**src/rtl/prog_mem_pkg.sv**
```systemverilog
// Shared types and constants for the loadable program memory.
// Defines the FSM states, the default widths and the NOP instruction word.
package prog_mem_pkg;

   typedef enum logic [1:0] {
      EMPTY,
      LOADING,
      RUN
   } prog_mem_state_t;

   localparam int DEFAULT_ADDR_W = 8;
   localparam int DEFAULT_DATA_W = 8;

   // Value returned for any fetch outside the loaded program, and outside RUN.
   localparam logic [DEFAULT_DATA_W-1:0] NOP = '0;

endpackage

```
**src/rtl/prog_mem_ram.sv**
```systemverilog
// Simple dual-port synchronous RAM.
// One write port and one read port with a registered output, shaped so that it maps onto block RAM.
module prog_mem_ram
   import prog_mem_pkg::*;
#(
   parameter int ADDR_W = DEFAULT_ADDR_W,
   parameter int DATA_W = DEFAULT_DATA_W
) (
   input  logic              clk,
   input  logic              we,
   input  logic [ADDR_W-1:0] waddr,
   input  logic [DATA_W-1:0] wdata,
   input  logic              re,
   input  logic [ADDR_W-1:0] raddr,
   output logic [DATA_W-1:0] rdata
);

   logic [DATA_W-1:0] mem_q [2**ADDR_W];
   logic [DATA_W-1:0] rdata_q;

   // NOTE: the array and its read register have no reset, so the tools can map them onto block RAM.
   // The top module's length gate keeps stale contents from ever being seen.
   always_ff @(posedge clk) begin
      if (we) begin
         mem_q[waddr] <= wdata;
      end
      if (re) begin
         rdata_q <= mem_q[raddr];
      end
   end

   assign rdata = rdata_q;

endmodule

```
**src/rtl/prog_mem.sv**
```systemverilog
// Loadable program memory with a valid/ready byte-stream load port and a gated 1-cycle fetch port.
// The FSM, the program length counter, the overflow flag and the fetch gating live here.
module prog_mem
   import prog_mem_pkg::*;
#(
   parameter int ADDR_W = DEFAULT_ADDR_W,
   parameter int DATA_W = DEFAULT_DATA_W
) (
   input  logic              clk,
   input  logic              reset,
   input  logic              fetch_en,
   input  logic [ADDR_W-1:0] fetch_addr,
   output logic [DATA_W-1:0] fetch_data,
   output logic              fetch_valid,
   input  logic              load_start,
   input  logic              load_valid,
   input  logic              load_last,
   input  logic [DATA_W-1:0] load_data,
   output logic              load_ready,
   output logic              run_ready,
   output logic              load_overflow,
   output logic [ADDR_W:0]   prog_len
);

   prog_mem_state_t state_q, state_d;
   logic [ADDR_W:0] prog_len_q, prog_len_d;
   logic            overflow_q, overflow_d;
   logic            load_ready_q, load_ready_d;
   logic            run_ready_q, run_ready_d;
   logic            fetch_valid_q, fetch_valid_d;
   logic            sel_ram_q, sel_ram_d;

   logic            ram_we;
   logic            fetch_acc;
   logic            fetch_hit;
   logic [DATA_W-1:0] ram_rdata;

   // NOTE: every signal assigned below gets a default first, so no path through the block leaves it unassigned (no latches).
   always_comb begin
      state_d    = state_q;
      prog_len_d = prog_len_q;
      overflow_d = overflow_q;
      ram_we     = 1'b0;

      if (load_start) begin
         // A restart wins over a word offered in the same cycle; that word is dropped.
         state_d    = LOADING;
         prog_len_d = '0;
         overflow_d = 1'b0;
      end else if (state_q == LOADING && load_valid) begin
         if (load_ready_q) begin
            ram_we     = 1'b1;
            prog_len_d = prog_len_q + (ADDR_W + 1)'(1);
            if (load_last) begin
               state_d = RUN;
            end
         end else begin
            // The image is already full: keep it, flag the overflow and start running.
            overflow_d = 1'b1;
            state_d    = RUN;
         end
      end

      // The ready and run flags are computed from the next state so they stay registered outputs.
      load_ready_d = (state_d == LOADING) && !prog_len_d[ADDR_W];
      run_ready_d  = (state_d == RUN);

      fetch_acc     = fetch_en && (state_q == RUN);
      fetch_hit     = fetch_acc && ({1'b0, fetch_addr} < prog_len_q);
      fetch_valid_d = fetch_acc;
      sel_ram_d     = fetch_en ? fetch_hit : sel_ram_q;
   end

   // NOTE: sequential state updates with non-blocking assignments only.
   always_ff @(posedge clk) begin
      if (reset) begin
         state_q       <= EMPTY;
         prog_len_q    <= '0;
         overflow_q    <= 1'b0;
         load_ready_q  <= 1'b0;
         run_ready_q   <= 1'b0;
         fetch_valid_q <= 1'b0;
         sel_ram_q     <= 1'b0;
      end else begin
         state_q       <= state_d;
         prog_len_q    <= prog_len_d;
         overflow_q    <= overflow_d;
         load_ready_q  <= load_ready_d;
         run_ready_q   <= run_ready_d;
         fetch_valid_q <= fetch_valid_d;
         sel_ram_q     <= sel_ram_d;
      end
   end

   prog_mem_ram #(
      .ADDR_W (ADDR_W),
      .DATA_W (DATA_W)
   ) u_ram (
      .clk   (clk),
      .we    (ram_we),
      .waddr (prog_len_q[ADDR_W-1:0]),
      .wdata (load_data),
      .re    (fetch_hit),
      .raddr (fetch_addr),
      .rdata (ram_rdata)
   );

   // The RAM read register only updates on a hit, so both sources hold when fetch_en is low.
   assign fetch_data    = sel_ram_q ? ram_rdata : DATA_W'(NOP);
   assign fetch_valid   = fetch_valid_q;
   assign load_ready    = load_ready_q;
   assign run_ready     = run_ready_q;
   assign load_overflow = overflow_q;
   assign prog_len      = prog_len_q;

endmodule

```
**config.mk**
```make
export PLATFORM = sky130hd
export DESIGN_NAME = prog_mem
export DESIGN_NICKNAME = d
export VERILOG_FILES = /design/src/rtl/prog_mem_pkg.sv /design/src/rtl/prog_mem_ram.sv /design/src/rtl/prog_mem.sv
export SDC_FILE = /design/constraint.sdc
export NUM_CORES = 2
export LEC_CHECK = 0
export CAP_MARGIN = 20
export CORE_AREA = 2 2 514 516
export CTS_CLUSTER_SIZE = 12
export DETAILED_ROUTE_END_ITERATION = 6
export DIE_AREA = 0 0 516 518
export PLACE_DENSITY = 0.43
export SYNTH_ARGS = -nofsm -noshare
export SYNTH_HDL_FRONTEND = slang
export SYNTH_SLANG_ARGS = --single-unit
```
**constraint.sdc**
```tcl
create_clock -name clk -period 2.8 [get_ports clk]
set_input_delay 0.42 -clock clk [delete_from_list [all_inputs] [get_ports clk]]
set_output_delay 0.42 -clock clk [all_outputs]
set_load 0.05 [all_outputs]
```
==> out/summary.txt <==
Relative slew slack -> 0.278
Share of post-route cells with drive strength above 1 -> 0.318
Syn nets -> 3850
GPL Wtd Cong -> 0.828
Type of origin of the critical path -> primary input
Top FF cell, synth -> edfxtp_1
Pin count of the biggest net entering global routing -> 89
Worst Max-Slew Pin Slew -> 1070 ps
Post-synth EDFFs -> 2056
Final wirelength -> 243000 um
Total track usage -> 0.181
Clock sink count -> 2072
Crit path setup slack, layout -> 87.7 ps
RSZ-0062 raised after global routing -> false
FFs w/ async S/R, synth -> 0
Worst reg-to-reg path cell count -> 6
Die area -> 267000 um2
Skew final -> 48.0 ps
Hold endpoint -> u_ram.mem_q[84][6]$_DFFE_PP_
CP peak stage delay -> 890 ps
Sum of negative setup slack -> 0 ps
Seq cells post-synth -> 2072
Cell count of the worst hold path -> 1
Initial core utilization -> 0.309
Sequential cell area -> 62100 um2
Post-DRT Antenna Nets -> 0
Iter 0 DRT Violations -> 4048
Sequential area share after synthesis -> 0.767
Nets -> 4748
Max Root-Sink Buffers -> 3
Final setup fails -> 0
Cell area after synthesis -> 80900 um2
Crit-path slowest cell -> nor4_1
FF-to-FF End -> u_ram.mem_q[55][6]$_DFFE_PP_
Total grt overflow -> 0
FF-to-FF setup slack -> 110 ps
Top Ports -> 43
Num CTS Buffers -> 221
Die width -> 516 um
CP required -> 3520 ps
Syn-to-layout area delta -> 22.0%
Hold Vio Cnt, Final -> 0
Total number of vias -> 41707
Final Hold Slack -> 44.9 ps
DR pass1 iterations -> 6
Power density cells -> 666 nW/um2
Worst setup EP type -> register
Port bufs -> 42
Routed WL per cell -> 28.9 um
H-tree Lvls -> 4
YS warnings -> 0
Core ar. -> 262000 um2
Min Tclk post-route -> 2710 ps
CP Max Fanout -> 12
CTS clk-pin slew, worst paths -> 60 ps
Fmax -> 369 MHz
Max-cap violations -> 0
Syn avg cell area -> 21.2 um2
Critical Path AT -> 3430 ps
Vias in the first global route -> 42861
Multi-input logic area -> 17200 um2
Post-CTS setup buffers -> 0
Tcrit/Tclk final -> 0.969
Residual DRC count -> 0
TritonCTS clock tree -> built
Rows -> 188
Outcome -> complete, no violations
Worst Hold Class -> primary input to register
Min-delay src -> load_data[6]
Die height -> 518 um
Crit-path most repeated cell -> buf_4
FF-to-FF Start -> prog_len[2]$_SDFFE_PP0N_
Placed Cells incl. Taps -> 8003
VDD IR-drop max -> 592 uV
Clock insertion delay at the later pin of the skew report -> 890 ps
Slew Limit Fails -> 0
Pleak -> 32.2 nW
Syn Inst Count -> 3817
Crit-path cells -> clkdlybuf4s50_1 -> buf_12 -> nand4bb_1 -> buf_4 -> buf_4 -> o22ai_1 -> buf_4 -> nor4_1 -> a31oi_1 -> buf_4 -> nor3_1
Fillers -> 24025
Root Buffer -> clkbuf_16
Setup Crit Path Kind -> primary input to register
First-pass GRT wire length -> 340000 um
Via density -> 4.96
Post-DP HPWL -> 165000 um
Layout Cells excl Fill -> 8410
Antenna violations before repair -> 12
Yosys cell types -> 73
Place WS -> -951 ps
-- registers in the layout (all words and copies together), names as in the netlist --
name           count
prog_len           9
load_ready         1
fetch_valid        1
run_ready          1
state_q            2
u_ram.rdata        8
load_overflow      1
u_ram.mem_q     2048
sel_ram_q          1
-- report_power, final --
part           total (mW)  leakage [nW]  switching (mW)  internal, mW
registers            34.1          18.6         0.00366          34.1
clock network        28.3          3.36            12.2          16.1
logic                3.46          10.3            2.04          1.42
-- area by class of cell --
class,count,area share
clock buffer,290,0.0595
inverter,16,0.000608
sequential,2072,0.629
clock inverter,110,0.0109
antenna,3,0.0000760
timing repair buffer,899,0.0815
tap,3515,0.0445
multi-input combinational,1505,0.174
-- per-layer routing --
layer / part of all wire / vias to the layer above / global-route usage
met5: 0 / - / 0
met4: 0.026 / 0 / 0.0502
met3: 0.048 / 284 / 0.0252
met2: 0.49 / 1146 / 0.295
met1: 0.44 / 22405 / 0.251
li1: - / 17872 / -
-- synthesized netlist by cell type (4+ instances only) --
cell type / instances / area (um2)
buf_8: 19 / 285
o211ai_1: 9 / 67.6
nor2_1: 293 / 1100
a221oi_1: 19 / 166
or4_1: 8 / 60.1
mux4_2: 360 / 8110
buf_2: 41 / 205
mux2_2: 4 / 45.0
ha_1: 11 / 138
nor2b_1: 8 / 50.1
nor4_1: 21 / 131
nand2_1: 64 / 240
clkbuf_1: 84 / 315
nand2b_1: 8 / 50.1
a21oi_1: 42 / 210
nor3_1: 10 / 50.1
buf_1: 6 / 22.5
mux4_1: 89 / 2340
nand4_1: 11 / 68.8
edfxtp_1: 2056 / 61700
dfxtp_1: 16 / 320
buf_12: 9 / 180
a211oi_1: 41 / 308
a22oi_1: 84 / 631
o21ai_0: 18 / 90.1
o2111ai_1: 6 / 52.6
o22ai_1: 100 / 626
o221ai_1: 16 / 140
xnor2_1: 7 / 61.3
mux2i_1: 156 / 1560
clkbuf_8: 6 / 82.6
a31oi_1: 15 / 93.8
buf_4: 21 / 158
buf_6: 33 / 372
nand3_1: 37 / 185
inv_1: 15 / 56.3
and2_1: 19 / 119
-- worst max-delay path by stage --
stage	start	end	slack [ps]	cells past startpoint
3_3_place_gp	fetch_addr[5]	u_ram.rdata[7]$_DFFE_PP_	-1050	11
4_1_cts	sel_ram_q$_SDFFE_PP0P_	fetch_data[7]	70	2
3_5_place_dp	fetch_addr[5]	u_ram.rdata[7]$_DFFE_PP_	-950	11
5_1_grt	prog_len[2]$_SDFFE_PP0N_	u_ram.mem_q[55][6]$_DFFE_PP_	5	6
6_report	fetch_addr[5]	u_ram.rdata[4]$_DFFE_PP_	90	11
2_1_floorplan	prog_len[5]$_SDFFE_PP0N_	u_ram.rdata[0]$_DFFE_PP_	160	7
-- stage by stage --
| stage | total power [mW] | util | area, um2 |
|---|---|---|---|
| 2_1_floorplan | 36.3 | - | 80900 |
| 3_3_place_gp | 38.3 | 0.351 | 91700 |
| 3_5_place_dp | 38.3 | 0.351 | 91700 |
| 4_1_cts | 66.6 | 0.377 | 98700 |
| 5_1_grt | 67.9 | 0.377 | 98700 |
| 6_report | 65.8 | 0.377 | 98700 |
-- timing repair --
item / CTS / global route
hold buffers: 4 / 0
gates resized for setup: 24 / 1
pin swaps: 0 / 0
hold endpoints to repair: 117 / 0
setup endpoints to repair: 10 / 1
-- worst max-delay path: cells and delay by family --
kind            cells  cell delay, ps
compound gates      2             300
simple gates        3            1270
buf+inv             6            1400
-- placed cells by master, fill, tap and decap left out, types with 11 or more instances in the layout --
cell / Yosys / layout
edfxtp_1: 2056 / 2056
buf_4: 21 / 767
mux4_2: 360 / 360
nor2_1: 293 / 291
clkbuf_16: 0 / 224
mux2i_1: 156 / 156
o22ai_1: 100 / 100
buf_12: 9 / 93
mux4_1: 89 / 89
a22oi_1: 84 / 84
nand2_1: 64 / 64
clkbuf_1: 84 / 64
clkinv_1: 1 / 57
a21oi_1: 42 / 42
a211oi_1: 41 / 41
nand3_1: 37 / 28
clkinv_2: 0 / 24
a221oi_1: 19 / 19
nor4_1: 21 / 19
o21ai_0: 18 / 18
and2_1: 19 / 18
o221ai_1: 16 / 16
inv_1: 15 / 15
a31oi_1: 15 / 15
bufinv_16: 0 / 15
dfxtp_1: 16 / 15
clkdlybuf4s50_1: 0 / 13
nand4_1: 11 / 11
ha_1: 11 / 11
-- cell families (layout without fill, tap and decap cells) --
| group | after synthesis | count (layout) | synth area share |
|---|---|---|---|
| compound gates | 368 | 368 | 0.0315 |
| xor+xnor | 7 | 7 | 0.000758 |
| fa+ha+maj | 11 | 11 | 0.00170 |
| buf+inv | 240 | 1315 | 0.0214 |
| flops | 2072 | 2072 | 0.767 |
| mux | 609 | 609 | 0.149 |
| other cells | 0 | 3 | 0 |
| simple gates | 510 | 510 | 0.0288 |
Power figures use the tool's default switching activity.
